$ cat config.mk
export PLATFORM = sky130hd
export DESIGN_NAME = key_matrix_scanner
export DESIGN_NICKNAME = d
export VERILOG_FILES = /design/src/rtl/key_matrix_scanner.sv
export SDC_FILE = /design/constraint.sdc
export NUM_CORES = 1
export LEC_CHECK = 0
export CORE_AREA = 10 10 156 230
export DETAILED_ROUTE_END_ITERATION = 10
export DIE_AREA = 0 0 166 240
export SETUP_SLACK_MARGIN = 0.4
export SKIP_LAST_GASP = 1
export SLEW_MARGIN = 0
export SYNTH_ARGS = -nofsm -noshare
export SYNTH_HDL_FRONTEND = slang
export SYNTH_SLANG_ARGS = --single-unit
$ cat constraint.sdc
create_clock -name clk -period 11.81 [get_ports clk]
set_input_delay 2.362 -clock clk [delete_from_list [all_inputs] [get_ports clk]]
set_output_delay 2.362 -clock clk [all_outputs]
set_load 0.1 [all_outputs]
$ cat src/rtl/key_matrix_scanner.sv
// Key matrix scanner: drives six rows in turn, debounces 36 keys once per frame
// and queues press/release events in a small FIFO for a downstream consumer.
module key_matrix_scanner #(
  parameter int SETTLE_CYCLES   = 64,
  parameter int DEBOUNCE_FRAMES = 4,
  parameter int FIFO_DEPTH      = 4
) (
  input  logic        clk,
  input  logic        rst_n,
  input  logic        enable,
  input  logic [5:0]  col_n,
  output logic [5:0]  row_n,
  output logic [35:0] keys,
  output logic        evt_valid,
  input  logic        evt_ready,
  output logic [5:0]  evt_key,
  output logic        evt_pressed,
  output logic        frame_done,
  output logic        overflow
);

  // state   | meaning
  // SETTLE  | row driven, waiting for the columns to settle
  // SAMPLE  | capture synchronized columns of the driven row
  // EVAL    | debounce one column (one key) per cycle
  // ADVANCE | all rows released, step to the next row
  typedef enum logic [1:0] {
    ST_SETTLE,
    ST_SAMPLE,
    ST_EVAL,
    ST_ADVANCE
  } state_t;

  localparam int PW = $clog2(FIFO_DEPTH);
  localparam int CW = PW + 1;
  localparam logic [CW-1:0] FIFO_FULL   = CW'(FIFO_DEPTH);
  localparam logic [15:0]   SETTLE_LAST = 16'(SETTLE_CYCLES - 1);
  localparam logic [3:0]    DEB_LAST    = 4'(DEBOUNCE_FRAMES - 1);

  state_t           state_q, state_d;
  logic [2:0]       row_q, row_d;
  logic [2:0]       col_q, col_d;
  logic [15:0]      settle_q, settle_d;
  logic             active_q;
  logic [5:0]       sync1_q, sync2_q;
  logic [5:0]       raw_q, raw_d;
  logic [35:0]      keys_q, keys_d;
  logic [35:0][3:0] cnt_q, cnt_d;
  logic [5:0]       key_idx;
  logic             push;
  logic [6:0]       push_data;

  logic [FIFO_DEPTH-1:0][6:0] mem_q;
  logic [PW-1:0]              wr_ptr_q, rd_ptr_q;
  logic [CW-1:0]              count_q;
  logic                       overflow_q;
  logic                       pop, accept;

  assign key_idx = {3'b000, row_q} * 6'd6 + {3'b000, col_q};

  always_comb begin
    state_d   = state_q;
    row_d     = row_q;
    col_d     = col_q;
    settle_d  = settle_q;
    raw_d     = raw_q;
    keys_d    = keys_q;
    cnt_d     = cnt_q;
    push      = 1'b0;
    push_data = 7'd0;
    if (!enable) begin
      state_d  = ST_SETTLE;
      row_d    = 3'd0;
      col_d    = 3'd0;
      settle_d = 16'd0;
    end else if (active_q) begin
      case (state_q)
        ST_SETTLE: begin
          if (settle_q == SETTLE_LAST) begin
            settle_d = 16'd0;
            state_d  = ST_SAMPLE;
          end else begin
            settle_d = settle_q + 16'd1;
          end
        end
        ST_SAMPLE: begin
          raw_d   = ~sync2_q;
          col_d   = 3'd0;
          state_d = ST_EVAL;
        end
        ST_EVAL: begin
          if (raw_q[col_q] == keys_q[key_idx]) begin
            cnt_d[key_idx] = 4'd0;
          end else if (cnt_q[key_idx] == DEB_LAST) begin
            keys_d[key_idx] = ~keys_q[key_idx];
            cnt_d[key_idx]  = 4'd0;
            push            = 1'b1;
            push_data       = {key_idx, ~keys_q[key_idx]};
          end else begin
            cnt_d[key_idx] = cnt_q[key_idx] + 4'd1;
          end
          if (col_q == 3'd5) begin
            col_d   = 3'd0;
            state_d = ST_ADVANCE;
          end else begin
            col_d = col_q + 3'd1;
          end
        end
        ST_ADVANCE: begin
          row_d   = (row_q == 3'd5) ? 3'd0 : row_q + 3'd1;
          state_d = ST_SETTLE;
        end
        default: state_d = ST_SETTLE;
      endcase
    end
  end

  // active_q delays the start of scanning by one clock so a rising enable
  // always begins with a complete SETTLE on row 0.
  always_ff @(posedge clk or negedge rst_n) begin
    if (!rst_n) begin
      state_q  <= ST_SETTLE;
      row_q    <= 3'd0;
      col_q    <= 3'd0;
      settle_q <= 16'd0;
      active_q <= 1'b0;
      sync1_q  <= 6'h3F;
      sync2_q  <= 6'h3F;
      raw_q    <= 6'd0;
      keys_q   <= 36'd0;
      cnt_q    <= '0;
    end else begin
      state_q  <= state_d;
      row_q    <= row_d;
      col_q    <= col_d;
      settle_q <= settle_d;
      active_q <= enable;
      sync1_q  <= col_n;
      sync2_q  <= sync1_q;
      raw_q    <= raw_d;
      keys_q   <= keys_d;
      cnt_q    <= cnt_d;
    end
  end

  assign pop    = evt_valid && evt_ready;
  assign accept = push && ((count_q != FIFO_FULL) || pop);

  always_ff @(posedge clk or negedge rst_n) begin
    if (!rst_n) begin
      mem_q      <= '0;
      wr_ptr_q   <= '0;
      rd_ptr_q   <= '0;
      count_q    <= '0;
      overflow_q <= 1'b0;
    end else begin
      if (accept) begin
        mem_q[wr_ptr_q] <= push_data;
        wr_ptr_q        <= wr_ptr_q + PW'(1);
      end
      if (pop) begin
        rd_ptr_q <= rd_ptr_q + PW'(1);
      end
      case ({accept, pop})
        2'b10:   count_q <= count_q + CW'(1);
        2'b01:   count_q <= count_q - CW'(1);
        default: count_q <= count_q;
      endcase
      if (push && !accept) begin
        overflow_q <= 1'b1;
      end
    end
  end

  assign row_n       = (active_q && state_q != ST_ADVANCE) ? ~(6'b000001 << row_q) : 6'h3F;
  assign keys        = keys_q;
  assign evt_valid   = (count_q != '0);
  assign evt_key     = evt_valid ? mem_q[rd_ptr_q][6:1] : 6'd0;
  assign evt_pressed = evt_valid ? mem_q[rd_ptr_q][0] : 1'b0;
  assign frame_done  = (state_q == ST_ADVANCE) && (row_q == 3'd5);
  assign overflow    = overflow_q;

endmodule
After elaboration in Yosys (flattened, before gate mapping)
Cells that the tools add are included.
- bits in registers: 259
- bits in latches: 0
- memory bits (writable): 0
- bits in read-only memories: 0
- output and inout bits: 52
- memories kept: 0
- add/subtract/negate cells: 9
- multipliers: 1
- divide/modulo/power cells: 0
- magnitude comparators: 6
- equality and inequality tests: 18
- shift operators: 1
- muxes and demuxes: 50
- bitwise gates (word level): 6
- reductions and logical operators: 19
- operators by type and width (kind ; count):
    two-way mux 144 bit ; 2
    bitwise AND 144 bit ; 1
    bitwise mux 144 bit ; 1
    NOT 144 bit ; 1
    two-way mux 16 bit ; 4
    two-way mux 7 bit ; 7
    bitwise mux 36 bit ; 1
    bitwise mux 28 bit ; 1
    binary-select mux 4 bit (select 6 bit) ; 1
    demux 4 bit (select 6 bit) ; 1
    two-way mux 3 bit ; 7
    adder 16 x 1 -> 16 bit (second input constant) ; 1
    == test 16 x 6 -> 1 bit (second input constant) ; 1
    binary-select mux 7 bit (select 2 bit) ; 1
    demux 7 bit (select 2 bit) ; 1
    two-way mux 6 bit ; 2
    NOT 6 bit ; 2
    one-hot mux 3 bit (2 select lines) ; 2
    adder 3 x 1 -> 3 bit (second input constant) ; 3
    two-way mux 1 bit ; 9
    != test 3 bit (second input constant) ; 3
    AND reduction 3 bit ; 3
    two-way mux 2 bit ; 4
    two-way mux 4 bit ; 2
    other kinds (32) ; 49

Depth between registers and ports, before layout
- depth in word-level cells: 13
- gate-level depth with buffers: 23
- depth with buffers taken out: 18

Worst setup path before layout
OpenSTA, ideal clock, no wires.
- kind: reg2reg
- start: reg row_q[1]
- end: reg count_q[2]
- setup time: 79 ps
- arrival: 4804 ps
- required time: 11731 ps
- path slack: 6927 ps
- stages on the path, launching flop included: 23
- path buffers: 5
- cells stage by stage: dfrtp_1 inv_1 ha_1 inv_1 fa_1 buf_4 buf_6 buf_2 buf_2 mux2_2 o221ai_1 a22oi_1 a211oi_1 nor2_1 ha_1 nand3_4 or3_4 buf_6 nand2_1 fa_1 or3_1 mux2i_1 xor2_1
- word-level cells in the longest chain between the ends: 13
- ends and longest elaborated chain (element ; RTL line ; text):
    from (decl) ; 41 ; logic [2:0] row_q, row_d;
    from (signal assigned) ; 134 ; row_q <= row_d;
    multiplier 3 x 2 -> 5 bit * ; 59 ; assign key_idx = {3'b000, row_q} * 6'd6 + {3'b000, col_q};
    adder 6 x 3 -> 6 bit * ; 59 ;
    binary-select mux 4 bit (select 6 bit) ; 94 ; end else if (cnt_q[key_idx] == DEB_LAST) begin
    two-way mux 4 bit (not written as such) ; 94 ;
    == test 4 x 2 -> 1 bit ; 94 ;
    two-way mux 1 bit ; 94 ;
    two-way mux 1 bit * ; 92 ; if (raw_q[col_q] == keys_q[key_idx]) begin
    two-way mux 1 bit * ; 77 ; case (state_q)
    two-way mux 1 bit * ; 76 ; end else if (active_q) begin
    two-way mux 1 bit * ; 71 ; if (!enable) begin
    logical AND 1 bit * ; 147 ; assign accept = push && ((count_q != FIFO_FULL) || pop);
    == test 2 x 1 -> 1 bit / == test 2 bit (equally long branches) ; 164 ; case ({accept, pop})
    one-hot mux 3 bit (2 select lines) / nonzero test 2 bit (equally long branches) ; - ;
    to (signal assigned) ; 165 ; 2'b10: count_q <= count_q + CW'(1);
    to (signal assigned) ; 166 ; 2'b01: count_q <= count_q - CW'(1);
    to (signal assigned) ; 167 ; default: count_q <= count_q;
    to (decl) ; 55 ; logic [CW-1:0] count_q;
Every way passes the cells marked *; elsewhere a longest branch is shown, timed or not. The select of a mux whose other input is x is not followed.
A chain may end at the register's enable or synchronous reset.

Worst setup path after layout
- start: reg row_q[2]
- end: reg count_q[2]
The elaborated chain is that of the path after synthesis.

==> flow_summary.yaml <==
timing:
  drv_slew: 0
  fin_crit_ns: 5.91
  fin_skew_ns: 0.0246
  finalCritPeriodShare_pct: 50.0
  rsz0062_at_grt: "no"
  fmax_mhz: 169
  relSlewSlack_pct: 20.0
  final_hold_viol_count: 0
  fin_tns_setup_ns: 0
  setup-violations-final: 0
  tightest_slew_ns: 1.20
flow_run:
  drv_cap: 0
yosys:
  synth.area.top_cells: "dfrtp_1 (50%), o21ai_0 (8.7%), nand2_1 (7.2%)"
  ys_types: 69
  netlist_area_sq_um: 12400
  yosysTopAreaCell: "dfrtp_1"
  ys_warn_count: 0
  avgSynthCellArea_sq_um: 10.6
  yosysSeqAreaShare_pct: 52.2
  synthCells: 1179
  synth-seq-cells: 259
  synth_nets: 1212
  yosys_most_used_dff: "dfrtp_1"
  synthArstFlopShare_pct: 100
  synth_edf_count: 0
  synth_top_area_share_pct: 49.7
pwr:
  power.leakage_nw: 6.16
  vdd_drop_max_v: 0.0000806
  power_density_nw_per_um2: 148
global_route:
  grt_max_degree: 139
  grt_pass1_wl_um: 51000
  grt_usage_pct: 15.6
  grt_remaining_overflow: 0
  antenna_found_initial: 0
  grt_pass1_vias: 8957
cts:
  clk_latency_ns: 0.55
  cts_buffers: 26
  cts.sinks: 259
  postCtsSetupBuffers: 0
  cts_tree: "built"
  cts.clk_slew.worst_paths_ns: 0.06
  cts_resized: 0
  ctsHoldBuffers: 0
  cts_root_buf: "clkbuf_16"
  cts.path.max_buffers: 3
  cts_htree_levels: 1
worst_setup_path:
  slowest_stage: "nor3_1"
  cp_cell_sequence: "inv_1, fa_1, xor2_1, nand2_1, nor3_1, nand3_1, nand4b_1, inv_1, ha_1, nand3_4, or3_4, nand2_1, fa_1, or3_1, mux2i_1, xor2_1"
  worstPathRequired_ns: 12.28
  crit_path_start: "row_q[2]"
  crit_path_max_incr_delay_ns: 0.90
  crit_family: "simple AND/OR/NAND/NOR gates"
  worstPathMaxFanout: 12
  end_kind: "register"
  r2r-start: "row_q[2]"
  crit_arrival_ns: 6.37
  critPathLaunchType: "register"
  criticalPathCategory: "register to register"
  crit_buf_inv: 2
routing:
  via_count: 8853
  ant_nets: 0
  drt_pre_antenna_iters: 5
  routed_wirelength_um: 31600
  drt_drc_violations_left: 0
  viasPerCell: 5.40
  drt_iter0_drc: 655
  wire_per_inst_um: 19.3
floorplanning:
  boundaryPins: 62
  die-area_sq_um: 39800
  die_y_um: 240
  core_region_area_sq_um: 31700
  die_width_um: 166
  start_util_pct: 39.2
  fp-row-count: 80
cells_and_area:
  finalCoreUtilization_pct: 44.6
  diodes: 0
  layout_common_cells: "dfrtp_1 (246), nand2_1 (240), o21ai_0 (217)"
  fin_nets: 1244
  drive_above_1_share_pct: 11.1
  area_delta_synth_final_pct: 13.8
  fillers: 2982
  layout_commonest_cell: "dfrtp_1"
place:
  dpl.hpwl_um: 21300
  gp_congestion: 0.850
  port_buffers: 61
outcome:
  outcome: "completed"
min_path:
  min_path_type: "register to register"
  hp-start: "sync1_q[2]"
-- synthesized netlist by cell type, drive strengths merged, types with 10 or more instances --
cell type  number
a21oi          10
and3           11
buf            28
clkbuf         38
dfrtp         247
dfstp          12
ha             20
inv            28
mux2           34
mux2i          24
mux4           36
nand2         240
nand3          31
nor2           28
o21ai         218
o31ai          41
xnor2          13
-- where the power goes --
group	leakage [nW]	switching (W)	internal (W)
registers	3.52	0.0000412	0.000920
clock network	0.421	0.000341	0.000467
logic	2.22	0.000232	0.0000999
total	6.16	0.000615	0.00149
-- registers in the layout, summed over array words and instances, names as in the netlist --
name,cells
row_q,3
raw_q,6
keys,36
sync2_q,6
count_q,3
sync1_q,6
active_q,1
rd_ptr_q,2
col_q,3
wr_ptr_q,2
cnt_q,144
settle_q,16
state_q,2
overflow,1
mem_q,28
-- final timing paths --
path,to,slack (ns),depth (start not counted)
hold reg to reg,sync2_q[2],0.35,0
hold / removal,sync2_q[2],0.35,0
setup reg to reg,count_q[2],5.90,16
setup / recovery,count_q[2],5.90,16
max in group asynchronous,col_q[0],7.55,3
min in group asynchronous,keys[8],1.96,1
-- final cells by class --
type	instances	area [sq um]	share of cell area (%)
flip-flops and latches	259	6500	45.9
multi-input cells	825	5520	39.0
clock buffers	41	808	5.71
repair buffers	70	683	4.82
well taps	410	513	3.62
inverters	29	109	0.768
clock inverters	6	30.0	0.212
-- stage by stage --
step | total power (W) | cells | setup slack, ns | cell area (sq um) | hold WS (ns)
after floorplan | 0.00121 | 1179 | 6.93 | 12400 | 0.345
after global placement | 0.00131 | 1593 | 5.96 | 13300 | 0.346
after detailed placement | 0.00131 | 1593 | 5.93 | 13300 | 0.347
after CTS | 0.00213 | 1640 | 5.91 | 14200 | 0.354
after global routing | 0.00219 | 1640 | 5.38 | 14200 | 0.359
final | 0.00210 | 1640 | 5.90 | 14200 | 0.353
-- cell families after synthesis --
logic type | after synthesis | synth area share, %
compound gates | 321 | 15.2
xor+xnor | 20 | 1.47
fa+ha+maj | 23 | 2.49
buf+inv | 95 | 3.49
flops | 259 | 52.2
mux | 94 | 12.2
simple gates | 367 | 13.0
-- per-layer routing --
metal  track usage, %  up-vias  routed length (um)  share of wire (%)
met3             2.58       48                1430                4.5
li1                 -     4285                   -                  -
met1             18.8     4336               13400                 42
met5                0        -                   0                  0
met4             6.35        0                1040                3.3
met2             27.1      184               15700                 50
(Power assumes the default switching activity.)
